$ cat src/rtl/flappy_game_ctrl.sv
// flappy_game_ctrl
// Game-state and obstacle engine for the Flappy Bird VGA design: play FSM,
// NUM_PIPES scrolling pipes with randomised gaps, bird/pipe collision
// detection, and current/high score.
//
// Ports:
//   clk        system clock (single clock domain)
//   clr        synchronous active-high reset (also clears high_score)
//   tick       one-cycle scroll strobe
//   jump       start request (READY -> PLAY)
//   pause_btn  pause toggle; rising edge detected internally
//   restart    return to READY (keeps high_score)
//   bird_y     bird centre y, 0 = top of screen
//   rand_byte  random byte for new gap positions. The port is not called
//              "rand" because that is a reserved SystemVerilog keyword.
//   state      0=LOST, 1=READY, 2=PLAY, 3=PAUSE
//   pipe_x     right edge of pipe i at [i*X_W +: X_W]
//   gap_y      gap top of pipe i at [i*Y_W +: Y_W]
//   score      current score, saturating
//   high_score best score
//   hit        one-cycle pulse on PLAY -> LOST
//
// Build option: define PIPE_SPEEDUP_EN to make the scroll step grow with the
// score, as min(1 + score/SPEEDUP_EVERY, MAX_STEP). Without the macro the
// step is a constant 1.
module flappy_game_ctrl #(
    parameter int NUM_PIPES     = 2,
    parameter int X_W           = 11,
    parameter int Y_W           = 9,
    parameter int SCORE_W       = 4,
    parameter int SCREEN_W      = 640,
    parameter int SCREEN_H      = 480,
    parameter int PIPE_W        = 40,
    parameter int PIPE_SPACING  = 360,
    parameter int GAP_H         = 140,
    parameter int GAP_MIN       = 60,
    parameter int GAP_MASK      = 127,
    parameter int INIT_GAP      = 100,
    parameter int BIRD_X        = 264,
    parameter int BIRD_HALF     = 20,
    parameter int SPEEDUP_EVERY = 4,
    parameter int MAX_STEP      = 4
) (
    input  logic                       clk,
    input  logic                       clr,
    input  logic                       tick,
    input  logic                       jump,
    input  logic                       pause_btn,
    input  logic                       restart,
    input  logic [Y_W-1:0]             bird_y,
    input  logic [7:0]                 rand_byte,
    output logic [1:0]                 state,
    output logic [NUM_PIPES*X_W-1:0]   pipe_x,
    output logic [NUM_PIPES*Y_W-1:0]   gap_y,
    output logic [SCORE_W-1:0]         score,
    output logic [SCORE_W-1:0]         high_score,
    output logic                       hit
);

    localparam logic [1:0] ST_LOST  = 2'd0;
    localparam logic [1:0] ST_READY = 2'd1;
    localparam logic [1:0] ST_PLAY  = 2'd2;
    localparam logic [1:0] ST_PAUSE = 2'd3;

`ifdef PIPE_SPEEDUP_EN
    localparam bit SPEEDUP_ON = 1'b1;
`else
    localparam bit SPEEDUP_ON = 1'b0;
`endif

    localparam int unsigned SCORE_MAX = (1 << SCORE_W) - 1;

    // Collision geometry is evaluated with two extra bits of signed headroom
    // so that "x - width" and "y - half" never wrap around zero.
    localparam logic signed [X_W+1:0] BX_LO_S = $signed((X_W+2)'(BIRD_X - BIRD_HALF));
    localparam logic signed [X_W+1:0] BX_HI_S = $signed((X_W+2)'(BIRD_X + BIRD_HALF));
    localparam logic signed [X_W+1:0] PW_S    = $signed((X_W+2)'(PIPE_W));
    localparam logic signed [Y_W+1:0] BH_S    = $signed((Y_W+2)'(BIRD_HALF));
    localparam logic signed [Y_W+1:0] GH_S    = $signed((Y_W+2)'(GAP_H));
    localparam logic signed [Y_W+1:0] SH_S    = $signed((Y_W+2)'(SCREEN_H));

    function automatic logic [X_W-1:0] init_x(input int idx);
        return X_W'(SCREEN_W + PIPE_W + idx * PIPE_SPACING);
    endfunction

    function automatic logic [SCORE_W-1:0] sat_add(input logic [SCORE_W-1:0] a,
                                                   input int unsigned      n);
        int unsigned sum;
        sum = 32'(a) + n;
        if (sum > SCORE_MAX)
            return SCORE_W'(SCORE_MAX);
        return SCORE_W'(sum);
    endfunction

    function automatic logic [X_W-1:0] step_for(input logic [SCORE_W-1:0] s);
        int st;
        st = 1 + int'(s) / SPEEDUP_EVERY;
        if (st > MAX_STEP)
            st = MAX_STEP;
        return X_W'(st);
    endfunction

    logic [X_W-1:0]         px_q    [NUM_PIPES];
    logic [Y_W-1:0]         gap_q   [NUM_PIPES];
    logic [X_W-1:0]         px_nxt  [NUM_PIPES];
    logic [Y_W-1:0]         gap_nxt [NUM_PIPES];
    logic [NUM_PIPES-1:0]   coll_pipe;
    logic                   pause_btn_p0;
    logic                   pause_edge;
    logic                   edge_coll;
    logic                   collide;
    logic                   scroll_en;
    logic [X_W-1:0]         step;
    logic [Y_W-1:0]         new_gap;
    logic [SCORE_W-1:0]     score_nxt;
    int unsigned            n_rec;

    logic signed [Y_W+1:0]  bird_s;
    logic signed [Y_W+1:0]  bird_top_s;
    logic signed [Y_W+1:0]  bird_bot_s;

    // ---- combinational: collision on registered pipes + current bird_y ----
    assign bird_s     = $signed({2'b00, bird_y});
    assign bird_top_s = bird_s - BH_S;
    assign bird_bot_s = bird_s + BH_S;
    assign edge_coll  = (bird_s <= BH_S) || (bird_bot_s >= SH_S);

    for (genvar i = 0; i < NUM_PIPES; i++) begin : g_pipe
        logic signed [X_W+1:0] right_s;
        logic signed [X_W+1:0] left_s;
        logic signed [Y_W+1:0] top_s;
        logic signed [Y_W+1:0] bot_s;

        assign right_s = $signed({2'b00, px_q[i]});
        assign left_s  = right_s - PW_S;
        assign top_s   = $signed({2'b00, gap_q[i]});
        assign bot_s   = top_s + GH_S;

        assign coll_pipe[i] = (right_s > BX_LO_S) && (left_s < BX_HI_S) &&
                              ((bird_top_s < top_s) || (bird_bot_s > bot_s));

        assign pipe_x[i*X_W +: X_W] = px_q[i];
        assign gap_y[i*Y_W +: Y_W]  = gap_q[i];
    end

    assign collide    = edge_coll || (|coll_pipe);
    assign pause_edge = pause_btn & ~pause_btn_p0;
    assign scroll_en  = (state == ST_PLAY) && tick && !collide;
    assign step       = SPEEDUP_ON ? step_for(score) : X_W'(1);
    assign new_gap    = Y_W'(GAP_MIN + (int'(rand_byte) & GAP_MASK));

    // ---- combinational: next pipe positions and score for a scroll tick ----
    always_comb begin
        n_rec = 0;
        for (int i = 0; i < NUM_PIPES; i++) begin
            if (px_q[i] < step) begin
                // Pipe left the screen: move it behind the last one in flight.
                px_nxt[i]  = px_q[i] + X_W'(NUM_PIPES * PIPE_SPACING) - step;
                gap_nxt[i] = new_gap;
                n_rec      = n_rec + 1;
            end else begin
                px_nxt[i]  = px_q[i] - step;
                gap_nxt[i] = gap_q[i];
            end
        end
        score_nxt = sat_add(score, n_rec);
    end

    // ---- registered state ----
    always_ff @(posedge clk) begin
        if (clr) begin
            state        <= ST_READY;
            score        <= '0;
            high_score   <= '0;
            hit          <= 1'b0;
            pause_btn_p0 <= 1'b0;
            for (int i = 0; i < NUM_PIPES; i++) begin
                px_q[i]  <= init_x(i);
                gap_q[i] <= Y_W'(INIT_GAP);
            end
        end else begin
            pause_btn_p0 <= pause_btn;
            hit          <= 1'b0;
            // high_score follows the registered score, so it lags by a cycle.
            if (score > high_score)
                high_score <= score;

            if (restart) begin
                state <= ST_READY;
                score <= '0;
                for (int i = 0; i < NUM_PIPES; i++) begin
                    px_q[i]  <= init_x(i);
                    gap_q[i] <= Y_W'(INIT_GAP);
                end
            end else begin
                if (scroll_en) begin
                    score <= score_nxt;
                    for (int i = 0; i < NUM_PIPES; i++) begin
                        px_q[i]  <= px_nxt[i];
                        gap_q[i] <= gap_nxt[i];
                    end
                end

                case (state)
                    ST_PLAY: begin
                        if (collide) begin
                            state <= ST_LOST;
                            hit   <= 1'b1;
                        end else if (pause_edge) begin
                            state <= ST_PAUSE;
                        end
                    end
                    ST_PAUSE: begin
                        if (pause_edge)
                            state <= ST_PLAY;
                    end
                    ST_READY: begin
                        if (jump)
                            state <= ST_PLAY;
                    end
                    default: ;
                endcase
            end
        end
    end

endmodule

$ cat config.mk
export PLATFORM = sky130hd
export DESIGN_NAME = flappy_game_ctrl
export DESIGN_NICKNAME = d
export VERILOG_FILES = /design/src/rtl/flappy_game_ctrl.sv
export SDC_FILE = /design/constraint.sdc
export NUM_CORES = 1
export LEC_CHECK = 0
export BUFFER_PORTS_ARGS = -buffer_cell sky130_fd_sc_hd__clkbuf_2
export CORE_UTILIZATION = 40
export CTS_CLUSTER_SIZE = 30
export DETAILED_ROUTE_END_ITERATION = 8
export GPL_ROUTABILITY_DRIVEN = 0
export GPL_TIMING_DRIVEN = 0
export PLACE_DENSITY_LB_ADDON = 0.2
export SYNTH_ARGS = -nofsm -noshare
export SYNTH_HDL_FRONTEND = slang
export SYNTH_SLANG_ARGS = --single-unit
$ cat constraint.sdc
create_clock -name clk -period 4.5 [get_ports clk]
set_input_delay 0.9 -clock clk [delete_from_list [all_inputs] [get_ports clk]]
set_output_delay 0.9 -clock clk [all_outputs]
set_load 0.1 [all_outputs]
==> run_results.csv, run 1 <==
group,metric,value,unit
pwr,leakage,2.097,nW
finish,final_nets,610,
cts,worstSkewPairLatency,0.30,ns
global_route,grt_pass1_vias,3560,
sta,finalHoldViolCount,0,
worst_setup_path,crit_arrival,4.37,ns
routing,wire_per_inst,15.83,µm
finish,drive_above_1_share,21.62,%
sta,fmax,0.2288,GHz
sta,relSlewSlack,40.85,%
placed_design,dpl.hpwl,8.449,mm
cts,cts_setup_buffers,0,
sta,clock_skew,0.007698,ns
status,outcome,"finished clean",
floorplanning,placementRows,37,
finish,final_cell_mix,"68 x clkbuf_2, 55 x ha_1, 47 x inv_1",
cts,holdBufCountCts,0,
cts,path_clk_slew,0.10,ns
floorplanning,die_w,106.5,µm
sta,finalCriticalPeriod,4.371,ns
placed_design,port_buffers,67,
worst_setup_path,worstPathRequired,4.50,ns
sta,timing.final.ws_setup,0.1290,ns
finish,area_delta_synth_final,14.50,%
floorplanning,die_area,0.01134,mm²
finish,fin_util,47.78,%
worst_setup_path,start_kind,"input pin",
routing,drcViolationCount,0,
cts,cts_buffer_depth,2,
logic_synthesis,ys_top_cells_by_area,"edfxtp_1 26%, ha_1 16%, xnor2_1 6.6%, dfxtp_1 5.5%, inv_1 4.0%",
flow_run,cap_violations,0,
sta,max_slew.worst_pin.slew,0.8872,ns
worst_setup_path,worstPathMaxFanout,22,
routing,drt-initial-drc-count,303,
logic_synthesis,synth_largest_area_cell,"edfxtp_1",
floorplanning,initial_core_util,41.72,%
logic_synthesis,yosysSeqAreaShare,31.64,%
routing,post_drt_via_cell_ratio,5.382,
logic_synthesis,syn_area,0.004365,mm²
global_route,antenna_found_initial,0,
logic_synthesis,synth_top_area_share,26.14,%
logic_synthesis,yosysWarnings,0,
finish,diodes,0,
pwr,vdd_drop_max,0.1530,mV
routing,final_antenna_net_count,0,
cts,numClockSinks,50,
floorplanning,ioPinCount,74,
global_route,grtUsageTotal,19.05,%
logic_synthesis,synthArstFlopShare,0,%
logic_synthesis,synth_cell_types,72,
cts,cts_buffers,5,
worst_setup_path,critical_path.endpoint_type,"register",
routing,vias,3595,
logic_synthesis,synth_flop_cell,"edfxtp_1",
logic_synthesis,syn_inst,456,
cts,cts_tree,"done",
cts,cts_root_buffer,"clkbuf_8",
cts,cts_max_level,2,
min_path,hold_class,"register to register",
sta,fin_crit_sh,97.13,%
logic_synthesis,synth.ff_latch_count,50,
floorplanning,core-area,0.01046,mm²
logic_synthesis,syn_avg_cell_area,9.573,µm²
floorplanning,dieHeight,106.5,µm
routing,wl,10.57,mm
finish,layout_commonest_cell,"clkbuf_2",
finish,fill_cells,1046,
global_route,grt-ovfl-total,0,
placed_design,dp_worst_setup_slack,-0.8168,ns
sta,setup_viol,0,
pwr,power_density,222.8,mW/mm²
sta,drv_slew,0,
sta,rsz0062_at_grt,"yes",
worst_setup_path,path_class,"input pin to register",
global_route,grt_max_degree,23,
global_route,grt_pass1_wl,17.32,mm
logic_synthesis,synth_edf_count,38,
routing,first_pass_iters,4,
final timing paths:
check	startpoint	endpoint	slack, ns	depth (start not counted)
worst max-delay path	bird_y[2]	px_q[0][14]$_SDFFCE_PN0P_	0.13	14
worst min-delay path	score[0]$_SDFFE_PP0P_	score[0]$_SDFFE_PP0P_	0.53	2
worst max register to register	px_q[0][4]$_SDFFCE_PN0P_	px_q[0][14]$_SDFFCE_PN0P_	0.47	13
worst min register to register	score[0]$_SDFFE_PP0P_	score[0]$_SDFFE_PP0P_	0.53	2
routing by layer:
layer,up-vias,routed length (µm),GRT usage [%]
met2,87,5139,33.49
met4,0,108,4.697
li1,1800,-,-
met3,14,402,2.575
met1,1694,4923,24.56
met5,-,0,0
logic make-up (layout without fill, tap and decap cells):
family | count (synthesis) | after routing | share of synthesized area (%)
muxes | 9 | 9 | 2.092
and+or+nand+nor | 141 | 141 | 19.35
buffers and inverters | 66 | 141 | 6.878
other | 1 | 2 | 0.08590
DFF | 50 | 50 | 31.64
xor gates and xnor gates | 40 | 40 | 8.025
AOI/OAI and AO/OA | 92 | 92 | 15.48
adders and majority gates | 57 | 57 | 16.45
sequential cells by signal, summed over array words and instances, names as in the netlist:
name / cells
score: 4
pause_btn_p0: 1
gap_q: 16
hit: 1
state: 2
high_score: 4
px_q: 22
worst max-delay path, stage by stage:
cell	delay (ns)
clkbuf_2	0.16
ha_1	0.24
o21ai_0	0.14
or3_1	0.35
xnor2_1	0.25
ha_1	0.30
and3_1	0.18
or4_1	0.53
o221ai_2	0.26
o2111ai_4	0.26
or2_1	0.29
buf_6	0.15
buf_8	0.16
nand2_8	0.19
area by class of cell:
| cell class | count | area [µm²] | share of cell area (%) |
|---|---|---|---|
| Clock buffer | 6 | 72.57 | 1.452 |
| Buffer | 19 | 123.9 | 2.478 |
| Inverter | 47 | 176.4 | 3.529 |
| Tap cell | 136 | 170.2 | 3.404 |
| Clock inverter | 2 | 12.51 | 0.2503 |
| Sequential cell | 50 | 1381 | 27.63 |
| Multi-Input combinational cell | 341 | 2726 | 54.54 |
| Timing Repair Buffer | 67 | 335.3 | 6.708 |
synthesized netlist by cell type, types with 3 or more instances:
cell type and number:
ha_1 55, inv_1 47, edfxtp_1 38, xnor2_1 33
nand2_1 29, nor2_1 20, a21oi_1 19, o21ai_0 19
nor3_2 17, nor3_1 13, dfxtp_1 12, mux2i_1 8
nand3_1 8, or3_1 7, xor2_1 7, clkbuf_1 6
nor2b_1 6, nor3b_1 6, a21o_1 5, and3_1 5
buf_2 5, a211oi_1 4, a221o_1 4, and2_1 4
nand2b_1 4, o211ai_1 4, a21boi_0 3, nand4_1 3
nor4_1 3, nor4b_1 3, or4_1 3
per-stage QoR:
step	area (µm²)	power, W	hold WS, ns	instances	setup TNS (ns)
3_5_place_dp	4877	0.0008545	0.5023	660	-23.30
5_1_grt	4999	0.001168	0.5456	668	-0.1584
4_1_cts	4975	0.001116	0.5239	668	0
6_report	4999	0.001114	0.5278	668	0
3_3_place_gp	4877	0.0008472	0.5020	660	-19.49
2_1_floorplan	4372	0.0007836	0.6584	457	-0.5253
what timing repair did:
action	CTS	global route
resized for setup	5	3
endpoints found under the setup margin	38	38
pin swaps	0	0
power breakdown:
group | internal [W] | total (W) | switching (W) | leakage, nW
combinational | 0.0000958 | 0.000322 | 0.000226 | 1.58
clock | 0.000111 | 0.000267 | 0.000156 | 0.0461
sequential | 0.000507 | 0.000526 | 0.0000184 | 0.475
No activity file was read; power rests on OpenSTA's default activity.
==> run 2, diff against run 1 <==
ABC_AREA = 1   (was unset)
REMOVE_ABC_BUFFERS = 1   (was unset)
clock period = 4.6 ns   (was 4.5 ns; I/O delays follow)
==> run_results.csv, run 2 <==
group,metric,value,unit
status,outcome,"finished clean",
logic_synthesis,synth_flop_cell,"edfxtp_1",
sta,relSlewSlack,23.53,%
floorplanning,ioPinCount,74,
worst_setup_path,crit_chain,"clkbuf_2, ha_1, o21ai_0, nor3_1, xor2_1, ha_1, inv_1, nor2_1, nand2_1, nor2_1, nand4_1, nand2_1, nand2_1, nand2_2, nand2_2, inv_4, nand2_4, o21ai_0",
finish,final_cell_mix,"108 x nand2_1, 96 x inv_1, 70 x clkbuf_2",
routing,wl_met2,4.511,mm
global_route,grtUsageTotal,17.22,%
logic_synthesis,ys_top_cells_by_count,"108 x nand2_1, 96 x inv_1, 55 x ha_1, 54 x nor2_1, 38 x edfxtp_1",
logic_synthesis,synth_cell_types,41,
cts,cts_setup_buffers,0,
finish,final_nets,693,
global_route,grt-ovfl-total,0,
cts,path_clk_slew,0.10,ns
floorplanning,placementRows,37,
sta,whs,0.4913,ns
routing,highest_layer,"met4",
logic_synthesis,syn_inst,543,
pwr,p_sw_share,38.83,%
finish,drive_above_1_share,17.24,%
sta,fmax,0.2397,GHz
sta,fin_crit_sh,90.69,%
worst_setup_path,cp_slowest_stage_delay,0.89,ns
floorplanning,dieHeight,104.4,µm
placed_design,dpl.hpwl,7.620,mm
finish,fill_cells,1051,
worst_setup_path,path_class,"input pin to register",
pwr,power.internal,0.0007732,W
pwr,power_density,265.0,mW/mm²
placed_design,port_buffers,70,
flow_run,cap_violations,0,
finish,largest_register,"px_q",
routing,post_drt_via_cell_ratio,4.852,
cts,holdBufCountCts,0,
finish,largest_reg_flops,22,
routing,vias,3644,
floorplanning,core-area,0.01023,mm²
worst_setup_path,cp_num_buf_inv,3,
pwr,p_total,0.001264,W
routing,met1Wirelength,4.354,mm
finish,multi_input_area,0.002375,mm²
cts,cts_tree,"done",
routing,drcViolationCount,0,
pwr,pwr-share-comb,33.7,%
sta,rsz0062_at_grt,"no",
floorplanning,initial_core_util,40.97,%
finish,diodes,0,
logic_synthesis,synth.ff_latch_count,50,
routing,routed-wl-met3,399,µm
worst_setup_path,crit_arrival,4.10,ns
worst_setup_path,worstPathMaxFanout,8,
pwr,vdd_drop_max,0.1607,mV
cts,cts_resized,0,
sta,clock_skew,0.009430,ns
cts,cts_root_buffer,"clkbuf_8",
worst_setup_path,start_kind,"input pin",
logic_synthesis,synth_most_common_cell,"nand2_1",
pwr,leakage,2.438,nW
pwr,power_frac_seq,41.6,%
logic_synthesis,syn_area,0.004192,mm²
cts,cts_buffer_depth,2,
routing,first_pass_iters,6,
placed_design,dp_worst_setup_slack,0.08710,ns
finish,area_delta_synth_final,13.82,%
worst_setup_path,crit_family,"compound AO/OA/AOI/OAI gates",
global_route,grt_max_degree,25,
logic_synthesis,synth_edf_count,38,
floorplanning,die_w,104.4,µm
sta,finalCriticalPeriod,4.172,ns
logic_synthesis,synth_top_area_share,27.22,%
logic_synthesis,yosysSeqAreaShare,32.96,%
routing,wl,9.339,mm
routing,drt-initial-drc-count,151,
min_path,hold_class,"register to register",
cts,worstSkewPairLatency,0.30,ns
sta,setup_viol,0,
floorplanning,die_area,0.01089,mm²
sta,drv_slew,0,
pwr,power.net_switching,0.0004909,W
worst_setup_path,critPathSlowestCell,"o21ai_0",
worst_setup_path,crit_top_cell,"nand2_1",
cts,cts_buffers,5,
sta,timing.final.ws_setup,0.4284,ns
worst_setup_path,critical_path.endpoint_type,"register",
logic_synthesis,synthArstFlopShare,0,%
worst_setup_path,worstPathRequired,4.53,ns
global_route,grt_pass1_wl,15.30,mm
finish,largestRegisters,"px_q: 22 flops, gap_q: 16 flops",
finish,layout_commonest_cell,"nand2_1",
sta,finalHoldViolCount,0,
cts,cts_max_level,2,
logic_synthesis,syn_avg_cell_area,7.719,µm²
logic_synthesis,yosysWarnings,0,
sta,max_slew.worst_pin.slew,1.135,ns
pwr,clkPwrFrac,24.7,%
routing,final_antenna_net_count,0,
routing,wire_per_inst,12.44,µm
cts,numClockSinks,50,
logic_synthesis,synth_largest_area_cell,"edfxtp_1",
global_route,antenna_found_initial,0,
global_route,grt_pass1_vias,3336,
sta,timing.setup.tns,0,ns
logic_synthesis,ys_top_cells_by_area,"edfxtp_1 27%, ha_1 16%, nand2_1 9.7%, inv_1 8.6%, dfxtp_1 5.7%",
finish,ff_latch_area,0.001381,mm²
run 2: changes by cell type in the layout (fill, tap and decap cells not counted), moves of 12 or more:
cell | previous run | this run
inv_1 | 47 | 96
nand2_1 | 28 | 108
nand3_1 | 8 | 25
nor2_1 | 20 | 54
nor3_2 | 17 | 0
xnor2_1 | 33 | 4
xor2_1 | 7 | 19
run 2: power by group through the flow:
stage | clock [W] | combinational, W | sequential (W)
after floorplan | 0 | 0.000195 | 0.000686
after global placement | 0 | 0.000418 | 0.000536
after detailed placement | 0 | 0.000427 | 0.000536
after CTS | 0.000329 | 0.000428 | 0.000526
after global routing | 0.000340 | 0.000471 | 0.000529
final | 0.000313 | 0.000426 | 0.000526
run 2: path summary, 6_finish.rpt:
path         slack (ns)                          to                        from  depth (start not counted)
max                0.43   gap_q[0][3]$_SDFFCE_PN0P_                   bird_y[2]                         18
max reg2reg        0.83   gap_q[0][3]$_SDFFCE_PN0P_   gap_q[0][2]$_SDFFCE_PN1P_                         19
min reg2reg        0.49  high_score[2]$_SDFFE_PP0N_  high_score[2]$_SDFFE_PP0N_                          2
min                0.49  high_score[2]$_SDFFE_PP0N_  high_score[2]$_SDFFE_PP0N_                          2
run 2: worst min-delay path: stages (launching register included):
cell      delay [ns]
dfxtp_1         0.32
inv_1           0.07
a211oi_1        0.06
run 2: final cells by class:
type                       count  area share (%)
multi-input combinational    386           49.78
tap                          136           3.567
clock inverter                 3          0.9179
timing repair buffer          70           7.343
clock buffer                   5           1.442
inverter                     101           7.999
sequential                    50           28.95
run 2: logic make-up after synthesis:
family | count (synthesis) | synth area share [%]
AOI/OAI and AO/OA | 71 | 9.910
xor gates and xnor gates | 23 | 4.806
adders and majority gates | 56 | 16.90
buffers and inverters | 108 | 10.48
DFF | 50 | 32.96
other | 1 | 0.08947
and+or+nand+nor | 234 | 24.87
run 2: layer usage:
| layer | vias up | global-route usage [%] |
|---|---|---|
| li1 | 1905 | - |
| met1 | 1665 | 21.42 |
| met2 | 68 | 30.89 |
| met3 | 6 | 3.195 |
| met4 | 0 | 3.367 |
| met5 | - | 0 |
run 2: metrics by stage:
| stage | util, % | cell area, µm² | cells |
|---|---|---|---|
| after detailed placement | 45.53 | 4658 | 743 |
| after floorplan | - | 4138 | 537 |
| after CTS | 46.63 | 4771 | 751 |
| after global placement | 45.53 | 4658 | 743 |
| final | 46.63 | 4771 | 751 |
| after global routing | 46.63 | 4771 | 751 |
